`src/rtl/if_fetch_pkg.sv`:
```
// Shared types and constants for the instruction-fetch stage.
// Holds the fetch FSM state enum, the PC increment and the bubble word.
package if_fetch_pkg;

   typedef enum logic [1:0] {
      S_REQ  = 2'd0,
      S_WAIT = 2'd1,
      S_HOLD = 2'd2,
      S_DROP = 2'd3
   } fetch_state_e;

   localparam logic [31:0] PC_INC   = 32'd4;
   localparam logic [31:0] NOP_WORD = 32'h0000_0000;

endpackage

```
`src/rtl/if_fetch_unit.sv`:
```
// Instruction-fetch stage: owns the fetch PC, issues one outstanding
// request over imem req/gnt/rvalid, holds a word across stalls, squashes
// wrong-path responses after redirects, and feeds the IF/ID register.
// Ports: clk, reset (async, active-high); stall, redirect_valid/pc from
// hazard/branch logic; imem_req/addr/gnt/rvalid/rdata to memory;
// pcf/if_instr/if_valid/ifid_load to IF/ID.
// Optional FETCH_STATS_EN adds fetch_count and squash_count outputs.
module if_fetch_unit
   import if_fetch_pkg::*;
#(
   parameter logic [31:0] RESET_PC  = 32'h0000_0000,
   parameter logic [31:0] NOP_INSTR = NOP_WORD
) (
   input  logic        clk,
   input  logic        reset,
   input  logic        stall,
   input  logic        redirect_valid,
   input  logic [31:0] redirect_pc,
   output logic        imem_req,
   output logic [31:0] imem_addr,
   input  logic        imem_gnt,
   input  logic        imem_rvalid,
   input  logic [31:0] imem_rdata,
   output logic [31:0] pcf,
   output logic [31:0] if_instr,
   output logic        if_valid,
   output logic        ifid_load
`ifdef FETCH_STATS_EN
   ,
   output logic [31:0] fetch_count,
   output logic [31:0] squash_count
`endif
);

   fetch_state_e state_q, state_d;
   logic [31:0]  pc_q, pc_d;
   logic [31:0]  hold_q, hold_d;
   logic         deliver;
   logic         squash;

   // A delivery is suppressed whenever a redirect arrives: the word
   // belongs to the old path.
   always_comb begin
      deliver = 1'b0;
      if (!redirect_valid) begin
         deliver = (state_q == S_HOLD) ||
                   ((state_q == S_WAIT) && imem_rvalid);
      end
   end

   assign imem_req  = (state_q == S_REQ);
   assign imem_addr = {pc_q[31:2], 2'b00};
   assign pcf       = pc_q + PC_INC;
   assign if_valid  = deliver;
   assign ifid_load = !stall;

   always_comb begin
      if_instr = NOP_INSTR;
      if (deliver) begin
         if_instr = (state_q == S_HOLD) ? hold_q : imem_rdata;
      end
   end

   always_comb begin
      state_d = state_q;
      pc_d    = pc_q;
      hold_d  = hold_q;
      squash  = 1'b0;
      if (redirect_valid) begin
         pc_d = redirect_pc & ~32'h3;
         unique case (state_q)
            S_REQ:  state_d = imem_gnt ? S_DROP : S_REQ;
            S_WAIT: begin
               state_d = imem_rvalid ? S_REQ : S_DROP;
               squash  = imem_rvalid;
            end
            S_HOLD: begin
               state_d = S_REQ;
               squash  = 1'b1;
            end
            S_DROP: begin
               state_d = imem_rvalid ? S_REQ : S_DROP;
               squash  = imem_rvalid;
            end
            default: state_d = S_REQ;
         endcase
      end else begin
         unique case (state_q)
            S_REQ: begin
               if (imem_gnt) state_d = S_WAIT;
            end
            S_WAIT: begin
               if (imem_rvalid) begin
                  if (stall) begin
                     hold_d  = imem_rdata;
                     state_d = S_HOLD;
                  end else begin
                     pc_d    = pc_q + PC_INC;
                     state_d = S_REQ;
                  end
               end
            end
            S_HOLD: begin
               if (!stall) begin
                  pc_d    = pc_q + PC_INC;
                  state_d = S_REQ;
               end
            end
            S_DROP: begin
               if (imem_rvalid) begin
                  state_d = S_REQ;
                  squash  = 1'b1;
               end
            end
            default: state_d = S_REQ;
         endcase
      end
   end

   always_ff @(posedge clk or posedge reset) begin
      if (reset) begin
         state_q <= S_REQ;
         pc_q    <= RESET_PC;
         hold_q  <= NOP_INSTR;
      end else begin
         state_q <= state_d;
         pc_q    <= pc_d;
         hold_q  <= hold_d;
      end
   end

`ifdef FETCH_STATS_EN
   logic [31:0] fetch_count_q, fetch_count_d;
   logic [31:0] squash_count_q, squash_count_d;

   always_comb begin
      fetch_count_d  = fetch_count_q;
      squash_count_d = squash_count_q;
      if (deliver && !stall) fetch_count_d = fetch_count_q + 32'd1;
      if (squash) squash_count_d = squash_count_q + 32'd1;
   end

   always_ff @(posedge clk or posedge reset) begin
      if (reset) begin
         fetch_count_q  <= 32'd0;
         squash_count_q <= 32'd0;
      end else begin
         fetch_count_q  <= fetch_count_d;
         squash_count_q <= squash_count_d;
      end
   end

   assign fetch_count  = fetch_count_q;
   assign squash_count = squash_count_q;
`else
   logic unused_squash;
   assign unused_squash = squash;
`endif

endmodule

```
`config.mk`:
```
export PLATFORM = sky130hd
export DESIGN_NAME = if_fetch_unit
export DESIGN_NICKNAME = d
export VERILOG_FILES = /design/src/rtl/if_fetch_pkg.sv /design/src/rtl/if_fetch_unit.sv
export SDC_FILE = /design/constraint.sdc
export NUM_CORES = 1
export LEC_CHECK = 0
export CAP_MARGIN = 10
export CORE_ASPECT_RATIO = 0.75
export CORE_MARGIN = 4
export CORE_UTILIZATION = 37
export DETAILED_ROUTE_END_ITERATION = 6
export PLACE_DENSITY = 0.7
export SLEW_MARGIN = 20
export SYNTH_ARGS = -nofsm -noshare
export SYNTH_HDL_FRONTEND = slang
export SYNTH_SLANG_ARGS = --single-unit
```
`constraint.sdc`:
```
create_clock -name clk -period 2.3 [get_ports clk]
set_clock_uncertainty 0.15 [all_clocks]
set_input_delay 0.23 -clock clk [delete_from_list [all_inputs] [get_ports clk]]
set_output_delay 0.23 -clock clk [all_outputs]
set_load 0.05 [all_outputs]
```
==> results.yml, run 1 <==
run_status:
  status: "finished, violations left"
  violations: "setup timing"
power_and_ir_drop:
  switching_share_pct: 41.01
  clkPwrFrac_pct: 21.7
  peakVddDrop_mv: 0.4996
  sequentialPowerShare_pct: 25.3
  cellLeakagePower_nw: 3.471
  total_power_w: 0.006842
  power_switching_w: 0.002806
  power_frac_comb_pct: 53.0
  p_int_w: 0.004036
  power_per_cell_area_nw_per_um2: 832.5
synth:
  synth_top_area_share_pct: 38.96
  synth-seq-cells: 64
  synth_cell_type_count: 53
  synthMuxAreaShare_pct: 9.011
  yosys.area.top_type: "dfrtp_1"
  netlist_area_um2: 4110
  ys.flop_type: "dfrtp_1"
  synth_area_leaders: "dfrtp_1 (39%), nand2_1 (9.1%), mux2_2 (8.8%)"
  avgSynthCellArea_um2: 8.475
  synth_top_family_by_area: "simple AND/OR/NAND/NOR gates"
  synth_edf_count: 0
  synthXorXnorAreaFrac_pct: 7.884
  synth_compound_area_share_pct: 14.31
  synth-warning-count: 0
  synthArstFlopShare_pct: 100.0
  yosys.area_share.simple_pct: 23.74
  syn_inst: 485
  yosysSeqAreaShare_pct: 38.96
  synthAdderAreaFrac_pct: 0.3044
worst_hold_path:
  hp-class: "in -> async"
flow_run:
  maxCapViolations: 0
grt:
  grt_pass1_vias: 4638
  gr-total-overflow: 0
  antenna_found_initial: 0
  grtUsageTotal_pct: 23.17
  grt_max_degree: 65
  grt_pass1_wl_um: 23900
critical_path:
  crit_arrival_ps: 2120
  required_ps: 1920
  endpoint_kind: "primary output"
  ff2ff_setup_slack_ps: -80
  worstSetupPathType: "reg -> out"
  startpoint: "pc_q[3]"
  startpoint_type: "register"
  crit_fanout: 4
  worstReg2RegStart: "pc_q[3]"
  reg2reg_depth: 8
  r2r_end: "pc_q[20]"
final_layout:
  fillers: 733
  finalNetCount: 777
  final_cells: 851
  diodes: 0
  layout-drive-gt1-share_pct: 44.02
  syn_to_final_growth_pct: 99.94
cts:
  cts-root-buf: "clkbuf_16"
  htreeDepth: 3
  clk_latency_ps: 330
  tritoncts.num_buffers: 9
  tritoncts: "yes"
  clkTransAtPathRegs_ps: 50
  ctsLongestPathBuffers: 2
  clock_sinks: 64
  cts_hold_buf: 0
die:
  initial_core_util_pct: 37.71
  rows: 33
  dieArea_um2: 12880
  dieWidth_um: 129.7
  pin_count: 169
  fp.coreArea_um2: 10900
  fp.dieH_um: 99.28
detailed_routing:
  ant_nets: 0
  highest_layer: "met4"
  routed-wl-met2_um: 7334
  vias_per_cell: 5.383
  drtIter0Drc: 323
  drtPass1Iterations: 4
  drc: 0
  routed_wl_um: 15300
  wire_per_inst_um: 17.98
  vias: 4581
  dr_wl_met3_um: 1046
  wl_met1_um: 6710
placement:
  dpl.hpwl_um: 10680
  pre_cts_ws_ps: -10.52
  numPlacedInstances: 805
  io_buffers: 162
  gp_congestion: 0.8680
sta:
  tightest_slew_ps: 641.1
  rsz0062_at_grt: "yes"
  hold_viol: 0
  finalCritPeriodShare_pct: 108.9
  max_slew_margin_pct: 56.16
  fmax_mhz: 399.4
  maxSlewViolCount: 0
  finalSetupViolations: 17
  finalCriticalPeriod_ps: 2504
  setup_ws_ps: -203.7
## what timing repair did
item	CTS	global route
buffers inserted	16	15
gates resized for setup	35	33
endpoints found under the setup margin	32	44
pin swaps	17	19
## area by class of cell
class / count / area [um2] / share of cell area, %
clock buffer: 9 / 225.2 / 2.741
clock inverter: 7 / 96.34 / 1.172
inverter: 14 / 52.55 / 0.6395
multi-input combinational: 369 / 3029 / 36.86
sequential: 64 / 1630 / 19.84
tap: 140 / 175.2 / 2.132
timing repair buffer: 248 / 3009 / 36.62
## cell usage after synthesis, drive strengths merged, types with 2 or more instances
cell type / n
a211oi: 2
nand4: 16
a2111oi: 5
xor2: 12
or3: 6
inv: 14
mux2: 32
o2111ai: 3
a21oi: 36
dfrtp: 64
nor3: 6
a31oi: 12
and3: 3
buf: 12
and4: 7
xnor2: 25
or4: 6
o31ai: 4
nand3: 13
nor4: 5
o21ai: 17
nand2: 100
a311o: 3
a31o: 3
nor2: 31
clkbuf: 29
## flip-flops by register name, summed over array words and instances, names as in the netlist
name / flops
pc_q: 30
state_q: 2
hold_q: 32
## critical path, stage by stage (launching register included)
cell	delay, ps
dfrtp_2	420
ha_4	170
nand3_4	100
buf_12	140
buf_8	130
nor4_4	270
buf_4	190
nand2_4	60
xnor2_4	160
buf_12	150
## per-layer routing
layer	GRT usage [%]	up-vias
met2	37.23	167
met4	6.470	0
met5	0	-
li1	-	2158
met1	31.25	2234
met3	5.690	22
## power groups by stage
stage / Combinational [W] / Sequential, W / Clock, W
finish: 0.00363 / 0.00173 / 0.00148
global route: 0.00384 / 0.00178 / 0.00156
CTS: 0.00355 / 0.00173 / 0.00150
detailed placement: 0.00349 / 0.00175 / 0
global placement: 0.00343 / 0.00172 / 0
floorplan: 0.00187 / 0.00191 / 0
## per-stage QoR
| stage | hold WS [ps] | area, um2 | util [%] | setup TNS [ps] |
|---|---|---|---|---|
| floorplan | 187.3 | 4658 | - | -4636 |
| global placement | 338.8 | 7316 | 67.11 | 0 |
| detailed placement | 345.3 | 7316 | 67.11 | -20.26 |
| CTS | 160.4 | 7931 | 72.76 | -2520 |
| global route | 188.6 | 8218 | 75.39 | -3205 |
| finish | 152.6 | 8218 | 75.39 | -1924 |
## cells in the final DEF, fill, tap and decap left out, drive strengths merged, types with 13 or more instances in the layout
master	count
buf	149
nand2	100
clkdlybuf4s50	97
dfrtp	64
a21oi	36
mux2	32
nor2	31
xnor2	25
o21ai	17
nand4	16
inv	14
nand3	13
## logic make-up (layout without fill, tap and decap cells)
kind of cell,Yosys count,after routing
AO/OA/AOI/OAI,93,93
XOR/XNOR,37,37
adder cells (fa/ha/maj),1,1
buffers and inverters,55,278
flip-flops,64,64
multiplexers,33,33
other,1,4
AND/OR/NAND/NOR,201,201
## how the worst max path moves through the flow
| stage | endpoint | cells after the start |
|---|---|---|
| detailed placement | pcf[23] | 5 |
| global route | pcf[24] | 9 |
| CTS | pcf[28] | 6 |
| finish | pcf[24] | 9 |
| global placement | pc_q[20] | 6 |
| floorplan | pcf[28] | 6 |
Power figures use the tool's default switching activity.
==> inputs of run 2 (changes only) <==
- CAP_MARGIN: 10 -> 20
==> results of run 2 <==
No change in the layout: final DEF, timing and power equal those of run 1.
